--- src/rtl/muldiv_sequencer.sv ---
// muldiv_sequencer: iterative RV64 M-extension unit for the execute stage.
// One shift-add (MUL/MULHU) or restoring-divide (DIV/DIVU/REM/REMU) step per
// cycle over a shared hi:lo register pair; trivial divides and unsupported
// encodings complete in one cycle.
module muldiv_sequencer #(
    parameter int XLEN = 64
) (
    input  logic            clk,
    input  logic            rst_n,
    input  logic            valid_in,
    input  logic [2:0]      funct3,
    input  logic [XLEN-1:0] op_a,
    input  logic [XLEN-1:0] op_b,
    input  logic            flush,
    output logic            stall,
    output logic            busy,
    output logic [XLEN-1:0] result,
    output logic            result_valid,
    output logic            illegal
);

    localparam int CW = $clog2(XLEN + 1);

    localparam logic [1:0] S_IDLE = 2'd0;
    localparam logic [1:0] S_BUSY = 2'd1;
    localparam logic [1:0] S_DONE = 2'd2;

    localparam logic [XLEN-1:0] MIN_NEG = {1'b1, {(XLEN-1){1'b0}}};

    logic [1:0]      state, state_nx;
    logic [CW-1:0]   count;
    logic [XLEN-1:0] hi, lo;       // mul: product hi:lo / div: remainder:dividend->quotient
    logic [XLEN-1:0] opnd;         // multiplicand or divisor magnitude
    logic            is_mul;       // latched: multiply vs divide
    logic            sel_hi;       // latched: MULHU or REM/REMU
    logic            neg_q, neg_r; // latched sign corrections for DIV/REM

    // Input decode and fast-path detection
    logic            is_div_in, signed_in, illegal_in, div_zero, div_ovf, fast;
    logic [XLEN-1:0] mag_a, mag_b, fast_res;

    // Decode the incoming operation and precompute one-cycle results
    always_comb begin
        is_div_in  = funct3[2];
        signed_in  = funct3[2] & ~funct3[0];
        illegal_in = (funct3 == 3'b001) || (funct3 == 3'b010);
        div_zero   = is_div_in && (op_b == '0);
        div_ovf    = signed_in && (op_a == MIN_NEG) && (op_b == '1);
        fast       = illegal_in | div_zero | div_ovf;
        mag_a      = (signed_in && op_a[XLEN-1]) ? -op_a : op_a;
        mag_b      = (signed_in && op_b[XLEN-1]) ? -op_b : op_b;
        fast_res   = '0;
        if (div_zero)
            fast_res = funct3[1] ? op_a : '1;
        else if (div_ovf)
            fast_res = funct3[1] ? '0 : op_a;
    end

    // One iteration step of either datapath
    logic [XLEN:0]   sum, rem_sh, diff;
    logic            ge;
    logic [XLEN-1:0] hi_nx, lo_nx, final_res;

    // Shift-add / restore-subtract step and final result selection
    always_comb begin
        // multiply: add multiplicand when the current multiplier bit is set,
        // then shift the whole product right by one
        sum    = {1'b0, hi} + (lo[0] ? {1'b0, opnd} : '0);
        // divide: shift the next dividend bit into the partial remainder and
        // trial-subtract; the subtractor MSB is the borrow
        rem_sh = {hi, lo[XLEN-1]};
        diff   = rem_sh - {1'b0, opnd};
        ge     = ~diff[XLEN];
        if (is_mul) begin
            hi_nx = sum[XLEN:1];
            lo_nx = {sum[0], lo[XLEN-1:1]};
        end else begin
            hi_nx = ge ? diff[XLEN-1:0] : rem_sh[XLEN-1:0];
            lo_nx = {lo[XLEN-2:0], ge};
        end
        if (is_mul)
            final_res = sel_hi ? hi_nx : lo_nx;
        else if (sel_hi)
            final_res = neg_r ? -hi_nx : hi_nx;
        else
            final_res = neg_q ? -lo_nx : lo_nx;
    end

    // Next-state logic; flush overrides everything
    always_comb begin
        state_nx = state;
        case (state)
            S_IDLE:  if (valid_in) state_nx = fast ? S_DONE : S_BUSY;
            S_BUSY:  if (count == CW'(1)) state_nx = S_DONE;
            S_DONE:  state_nx = S_IDLE;
            default: state_nx = S_IDLE;
        endcase
        if (flush) state_nx = S_IDLE;
    end

    // Pipeline hold: only while an op is present and not yet delivered
    assign stall = valid_in & ~flush & (state != S_DONE);

    // State, registered outputs and datapath registers
    always_ff @(posedge clk or negedge rst_n) begin
        if (!rst_n) begin
            state        <= S_IDLE;
            count        <= '0;
            hi           <= '0;
            lo           <= '0;
            opnd         <= '0;
            is_mul       <= 1'b0;
            sel_hi       <= 1'b0;
            neg_q        <= 1'b0;
            neg_r        <= 1'b0;
            busy         <= 1'b0;
            result       <= '0;
            result_valid <= 1'b0;
            illegal      <= 1'b0;
        end else begin
            state        <= state_nx;
            busy         <= (state_nx == S_BUSY);
            result_valid <= (state_nx == S_DONE);
            illegal      <= (state == S_IDLE) && (state_nx == S_DONE) && illegal_in;
            if (state_nx == S_DONE)
                result <= (state == S_IDLE) ? fast_res : final_res;

            if (state == S_IDLE && state_nx == S_BUSY) begin
                hi     <= '0;
                lo     <= is_div_in ? mag_a : op_b;
                opnd   <= is_div_in ? mag_b : op_a;
                count  <= CW'(XLEN);
                is_mul <= ~is_div_in;
                sel_hi <= funct3[1];
                neg_q  <= signed_in & (op_a[XLEN-1] ^ op_b[XLEN-1]);
                neg_r  <= signed_in & op_a[XLEN-1];
            end else if (state == S_BUSY) begin
                hi    <= hi_nx;
                lo    <= lo_nx;
                count <= count - CW'(1);
            end
        end
    end

endmodule

--- config.mk ---
export PLATFORM = sky130hd
export DESIGN_NAME = muldiv_sequencer
export DESIGN_NICKNAME = d
export VERILOG_FILES = /design/src/rtl/muldiv_sequencer.sv
export SDC_FILE = /design/constraint.sdc
export NUM_CORES = 2
export LEC_CHECK = 0
export BUFFER_PORTS_ARGS = -buffer_cell sky130_fd_sc_hd__buf_2
export CORE_ASPECT_RATIO = 1.25
export CORE_UTILIZATION = 50
export DETAILED_ROUTE_END_ITERATION = 16
export GPL_ROUTABILITY_DRIVEN = 0
export PLACE_DENSITY = 0.67
export SYNTH_ARGS = -nofsm -noshare
export SYNTH_HDL_FRONTEND = slang
export SYNTH_SLANG_ARGS = --single-unit
export TNS_END_PERCENT = 50
--- constraint.sdc ---
create_clock -name clk -period 7.3 [get_ports clk]
set_clock_uncertainty 0.15 [all_clocks]
set_input_delay 0.73 -clock clk [delete_from_list [all_inputs] [get_ports clk]]
set_output_delay 0.73 -clock clk [all_outputs]
set_load 0.005 [all_outputs]
Word-level counts from Yosys, hierarchy flattened:

Cells that the tools add are included.

* bits in registers: 272
* input port bits: 135
* output and inout port bits: 68
* word-level logic and storage cells: 82

* $add $sub $neg: 7
* eq/ne operators: 9
* muxes and demuxes: 29
* bitwise logic cells: 12
* reductions and logical operators: 12

Operators with widths (number)
* 2-to-1 mux 64 bit: 22
* negation 64 bit: 4
* equality test 64 bit (second input constant): 2
* adder 64 x 64 -> 65 bit: 1
* subtractor 65 x 64 -> 65 bit: 1
* zero test 64 bit: 1
* 2-to-1 mux 7 bit: 2
* logical AND 1 bit: 8
* 2-to-1 mux 2 bit: 4
* equality test 7 x 1 -> 1 bit (second input constant): 1
* subtractor 7 x 1 -> 7 bit (second input constant): 1
* bitwise AND 1 bit: 5
* equality test 2 x 1 -> 1 bit (second input constant): 2
* inverter 1 bit: 4
* one-hot mux 2 bit (2 select lines): 1
* equality test 3 x 1 -> 1 bit (second input constant): 1
* equality test 3 x 2 -> 1 bit (second input constant): 1
* equality test 2 bit (second input constant): 1
* zero test 2 bit: 1
* != test 2 bit (second input constant): 1
* bitwise OR 1 bit: 2
* nonzero test 2 bit: 1
* logical OR 1 bit: 1
* bitwise XOR 1 bit: 1

Depth between registers and ports, before layout:

* depth in word-level cells: 12
* mapped depth: 27

Least setup slack after synthesis:

OpenSTA, ideal clock, no wires.

* path type: reg2reg
* from: register lo[63]
* to: register result[50]
* arrival: 5715 ps
* data required time: 7029 ps
* slack: 1314 ps
* stages on the path, launching flop included: 26
* path buffers: 4
* clock period less this slack: 5986 ps
* cells stage by stage: dfrtp_1 -> inv_1 -> ha_1 -> fa_1 -> nand2b_1 -> a21oi_1 -> o31a_1 -> o2111a_1 -> o2111a_2 -> nor3_4 -> nor2_2 -> buf_6 -> clkbuf_1 -> clkbuf_1 -> clkbuf_1 -> a211oi_1 -> a21oi_1 -> ha_1 -> o21ai_0 -> a21oi_1 -> inv_1 -> or4_1 -> o41ai_1 -> xor2_1 -> o21ai_1 -> a22o_1

* word-level cells in the longest chain between the ends: 8

Ends and longest elaborated chain
* start, declared: line 32 `logic [XLEN-1:0] hi, lo;`
* start signal, assigned: line 130 `lo <= is_div_in ? mag_a : op_b;`
* start signal, assigned: line 139 `lo <= lo_nx;`
* subtractor 65 x 64 -> 65 bit: line 72 `diff = rem_sh - {1'b0, opnd};`
* 2-to-1 mux 64 bit / inverter 1 bit (equally long branches): line 78, 73
* 2-to-1 mux 64 bit: line 74 `if (is_mul) begin`
* negation 64 bit, on equally long branches: line 84, 86
* 2-to-1 mux 64 bit, on equally long branches: line 84, 86
* 2-to-1 mux 64 bit: line 83 `else if (sel_hi)`
* 2-to-1 mux 64 bit *: line 81 `if (is_mul)`
* 2-to-1 mux 64 bit *: line 126 `result <= (state == S_IDLE) ? fast_res : final_res;`
* end signal, assigned: line 126
* end, declared: line 17 `output logic [XLEN-1:0] result,`

Mark *: on every way between the ends. The rest lies on a longest branch, timed or not.
A chain may end at the register's enable or synchronous reset.

Final worst setup path:

* from: register lo[0]
* to: register result[62]

* word-level cells in the longest chain between the ends: 8

Ends and longest elaborated chain
* 2-to-1 mux 64 bit: line 68 `sum = {1'b0, hi} + (lo[0] ? {1'b0, opnd} : '0);`
* adder 64 x 64 -> 65 bit: line 68
* 2-to-1 mux 64 bit: line 74
* negation 64 bit: line 84 `final_res = neg_r ? -hi_nx : hi_nx;`
* 2-to-1 mux 64 bit: line 84
* 2-to-1 mux 64 bit: line 83
* 2-to-1 mux 64 bit *: line 81
* 2-to-1 mux 64 bit *: line 126

Marked as above.

==> impl_metrics.py <==
metrics = {
    "run_status": {
        "status": "complete, but fails checks",
        "violations": "hold timing",
    },
    "global_routing": {
        "gr-usage-met2_pct": 56.6,
        "grt_use_total_pct": 39.3,
        "grt_use_met1_pct": 54.8,
        "grt_overflow": 0,
        "grt_pass1_vias": 30800,
        "grt_antenna_before_repair": 3,
        "use_met3_pct": 9.10,
        "grt_pass1_wl_mm": 191,
        "busiest_layer": "met2",
        "grt_max_degree": 109,
    },
    "floorplan": {
        "start_util_pct": 50.6,
        "dieArea_mm2": 0.0638,
        "die_w_um": 226,
        "coreArea_mm2": 0.0620,
        "pin_count": 203,
        "die_h_um": 282,
        "rows": 102,
    },
    "yosys": {
        "async_flop_share_pct": 100,
        "synth_ff_type": "dfrtp_1",
        "synth_seq_cells": 272,
        "syn_area_per_cell_um2": 7.19,
        "synth-edff-count": 0,
        "syn_nets": 4642,
        "yosysSeqAreaShare_pct": 21.7,
        "syn_area_mm2": 0.0314,
        "ys_types": 104,
        "synth_cells": 4370,
        "yosysWarnings": 0,
    },
    "timing": {
        "rsz0062_at_grt": "no",
        "period_minus_slack_ns": 6.83,
        "fmax_mhz": 147,
        "holdWs_ns": -0.0424,
        "hold_violations": 12,
        "setup_viol_count_final": 0,
        "worst_pin_slew_ns": 1.16,
        "timing.final.crit_share_pct": 93.5,
        "tns_ns": 0,
        "slew_headroom_pct": 22.5,
        "slew_viol_final": 0,
    },
    "route": {
        "final_antenna_net_count": 0,
        "route.detailed.drc": 0,
        "wl_per_cell_um": 24.6,
        "via_per_inst": 6.67,
        "drt_first_iter_violations": 4809,
        "vias": 34900,
        "finalWirelength_mm": 129,
        "drt_pass1_iterations": 7,
    },
    "placement": {
        "io_buffers": 202,
        "placed_cells": 5173,
        "place_area_mm2": 0.0329,
        "dpl.hpwl_mm": 100,
    },
    "finish": {
        "area_growth_pct": 8.17,
        "postLayoutCellArea_mm2": 0.0340,
        "fin_cells": 5229,
        "multi_input_comb_area_mm2": 0.0229,
        "fillCellCount": 6199,
        "drive_gt1_share_pct": 9.97,
        "final_nets": 4644,
        "register_area_mm2": 0.00681,
    },
    "power": {
        "total_power_mw": 16.8,
        "power_leakage_nw": 14.0,
        "power_density_mw_per_mm2": 493,
        "peakVddDrop_mv": 0.210,
    },
    "worst_setup_path": {
        "crit_family": "compound AO/OA/AOI/OAI gates",
        "cp-end-kind": "flip-flop",
        "max_stage_delay_ns": 0.85,
        "crit_buf_inv": 1,
        "worst_setup_path_start_kind": "flip-flop",
        "crit_type": "flip-flop to flip-flop",
        "cp_cell_sequence": "buf_4 > and2_1 > ha_1 > a21oi_1 > o21ai_0 > a41oi_1 > a211oi_1 > o311ai_2 > o21ai_0 > a21oi_1 > o211ai_1 > a311oi_1 > a2111oi_1 > nand4b_1 > a211oi_1 > a211o_1 > a21oi_1 > o41a_1",
        "cp_slowest_cell": "a2111oi_1",
        "critPathArrivalTime_ns": 7.16,
        "cpMostUsedCell": "a21oi_1",
        "path_max_fanout": 23,
        "critical_path_required_ns": 7.64,
    },
    "cts": {
        "clk_pin_slew_worst_paths_ns": 0.07,
        "clockRootBuffer": "clkbuf_16",
        "cts_setup_buffers": 0,
        "cts_max_level": 1,
        "clkLatencyLatePin_ns": 0.61,
        "cts.sinks": 272,
        "ctsHoldBuffers": 0,
        "tritoncts": "built",
        "cts_made_buffers": 29,
        "cts_resized": 0,
        "clockBufferDepth": 3,
    },
    "job": {
        "drv_cap": 0,
    },
    "min_path": {
        "worst_hold_path_type": "input port to asynchronous set/reset pin",
    },
}
## routing by layer
| metal | wire length [um] | vias to the layer above |
|---|---|---|
| li1 | - | 16100 |
| met1 | 52300 | 16300 |
| met2 | 53000 | 2163 |
| met3 | 16300 | 328 |
| met4 | 7060 | 0 |
| met5 | 0 | - |
## cells in the final DEF (no fill, tap or decap), types with 80 or more instances in the layout
master and instances:
xor2_1 130, nand2_1 569, o21ai_0 452, ha_1 135, buf_2 200, o211ai_1 98, inv_1 140, mux2i_1 103
nor2_1 287, nor3_1 118, dfrtp_1 270, and2_1 96, nand3_1 157, o31ai_1 80, xnor2_1 150, a21oi_1 411
## cell usage after synthesis (12+ instances only)
library cell,number,area (um^2)
o21bai_1,23,173
mux2_2,26,293
nand4_1,69,432
o21ai_0,452,2260
nor3b_1,14,105
and2_1,97,607
nand2b_1,33,206
o31ai_1,80,601
a21o_1,57,428
nand2_1,570,2140
a211oi_1,41,308
nor2b_1,19,119
a2111oi_0,17,149
or4_1,13,97.6
or2_2,25,156
nor4_1,34,213
buf_2,24,120
clkbuf_1,227,852
a211o_1,13,114
and3_1,24,150
o21a_1,25,188
xnor2_1,150,1310
buf_1,42,158
mux2i_1,103,1030
nor3_1,118,591
a311oi_1,12,105
nor2_1,289,1080
o221ai_1,65,569
inv_1,141,529
or3_1,62,388
o211ai_1,98,736
xor2_1,130,1140
o41ai_1,17,149
nand3_1,157,786
a31oi_1,48,300
ha_1,135,1690
dfrtp_1,272,6810
a21boi_0,22,165
a221oi_1,16,140
a21oi_1,411,2060
## kinds of logic after synthesis
| family | synth area share, % |
|---|---|
| AND/OR/NAND/NOR | 23.8 |
| AO/OA/AOI/OAI | 31.3 |
| adder cells (fa/ha/maj) | 5.50 |
| flip-flops | 21.7 |
| XOR/XNOR | 7.81 |
| multiplexers | 4.48 |
| buffers and inverters | 5.47 |
## path summary, 6_finish.rpt
check | start | end | slack, ns | cells after the start
max in group asynchronous | rst_n | is_mul$_DFFE_PN0P_ | 5.28 | 2
min in group clk | flush | busy$_DFF_PN0_ | 0.25 | 2
min | rst_n | result[6]$_DFFE_PN0P_ | -0.04 | 1
min reg2reg | result[20]$_DFFE_PN0P_ | result[20]$_DFFE_PN0P_ | 0.32 | 2
max | lo[0]$_DFFE_PN0P_ | result[62]$_DFFE_PN0P_ | 0.47 | 18
max reg2reg | lo[0]$_DFFE_PN0P_ | result[62]$_DFFE_PN0P_ | 0.47 | 18
## power breakdown
part	switching, mW	internal [mW]
clock network	0.704	1.01
registers	0.883	2.11
logic	7.84	4.23
total	9.42	7.34
## worst reg2reg max path, cell delays in order (launching register included)
cell and delay [ns]:
dfrtp_1 0.74, buf_4 0.38, and2_1 0.18, ha_1 0.22
a21oi_1 0.11, o21ai_0 0.44, a41oi_1 0.22, a211oi_1 0.62
o311ai_2 0.25, o21ai_0 0.46, a21oi_1 0.17, o211ai_1 0.30
a311oi_1 0.11, a2111oi_1 0.85, nand4b_1 0.26, a211oi_1 0.56
a211o_1 0.21, a21oi_1 0.06, o41a_1 0.43
## stage by stage
step	utilization (%)	hold slack, ns	setup WS, ns
final	54.8	-0.0424	0.475
after global routing	54.8	0.0683	0.139
after CTS	54.8	0.0637	0.627
after detailed placement	53.1	0.313	0.667
after global placement	53.1	0.306	0.800
after floorplan	-	0.284	1.31
## flip-flops by register name, summed over array words and instances, names as in the netlist
name,count
lo,64
neg_q,1
illegal,1
busy,1
result_valid,1
sel_hi,1
hi,64
result,64
state,2
neg_r,1
count,7
is_mul,1
opnd,64
## final cells by class
class,count,area share [%]
timing repair buffer,271,4.62
clock inverter,18,0.829
antenna,2,0.0147
inverter,142,1.58
clock buffer,36,2.30
tap,832,3.06
sequential,272,20.1
multi-input combinational,3656,67.5
(Power assumes the default switching activity.)
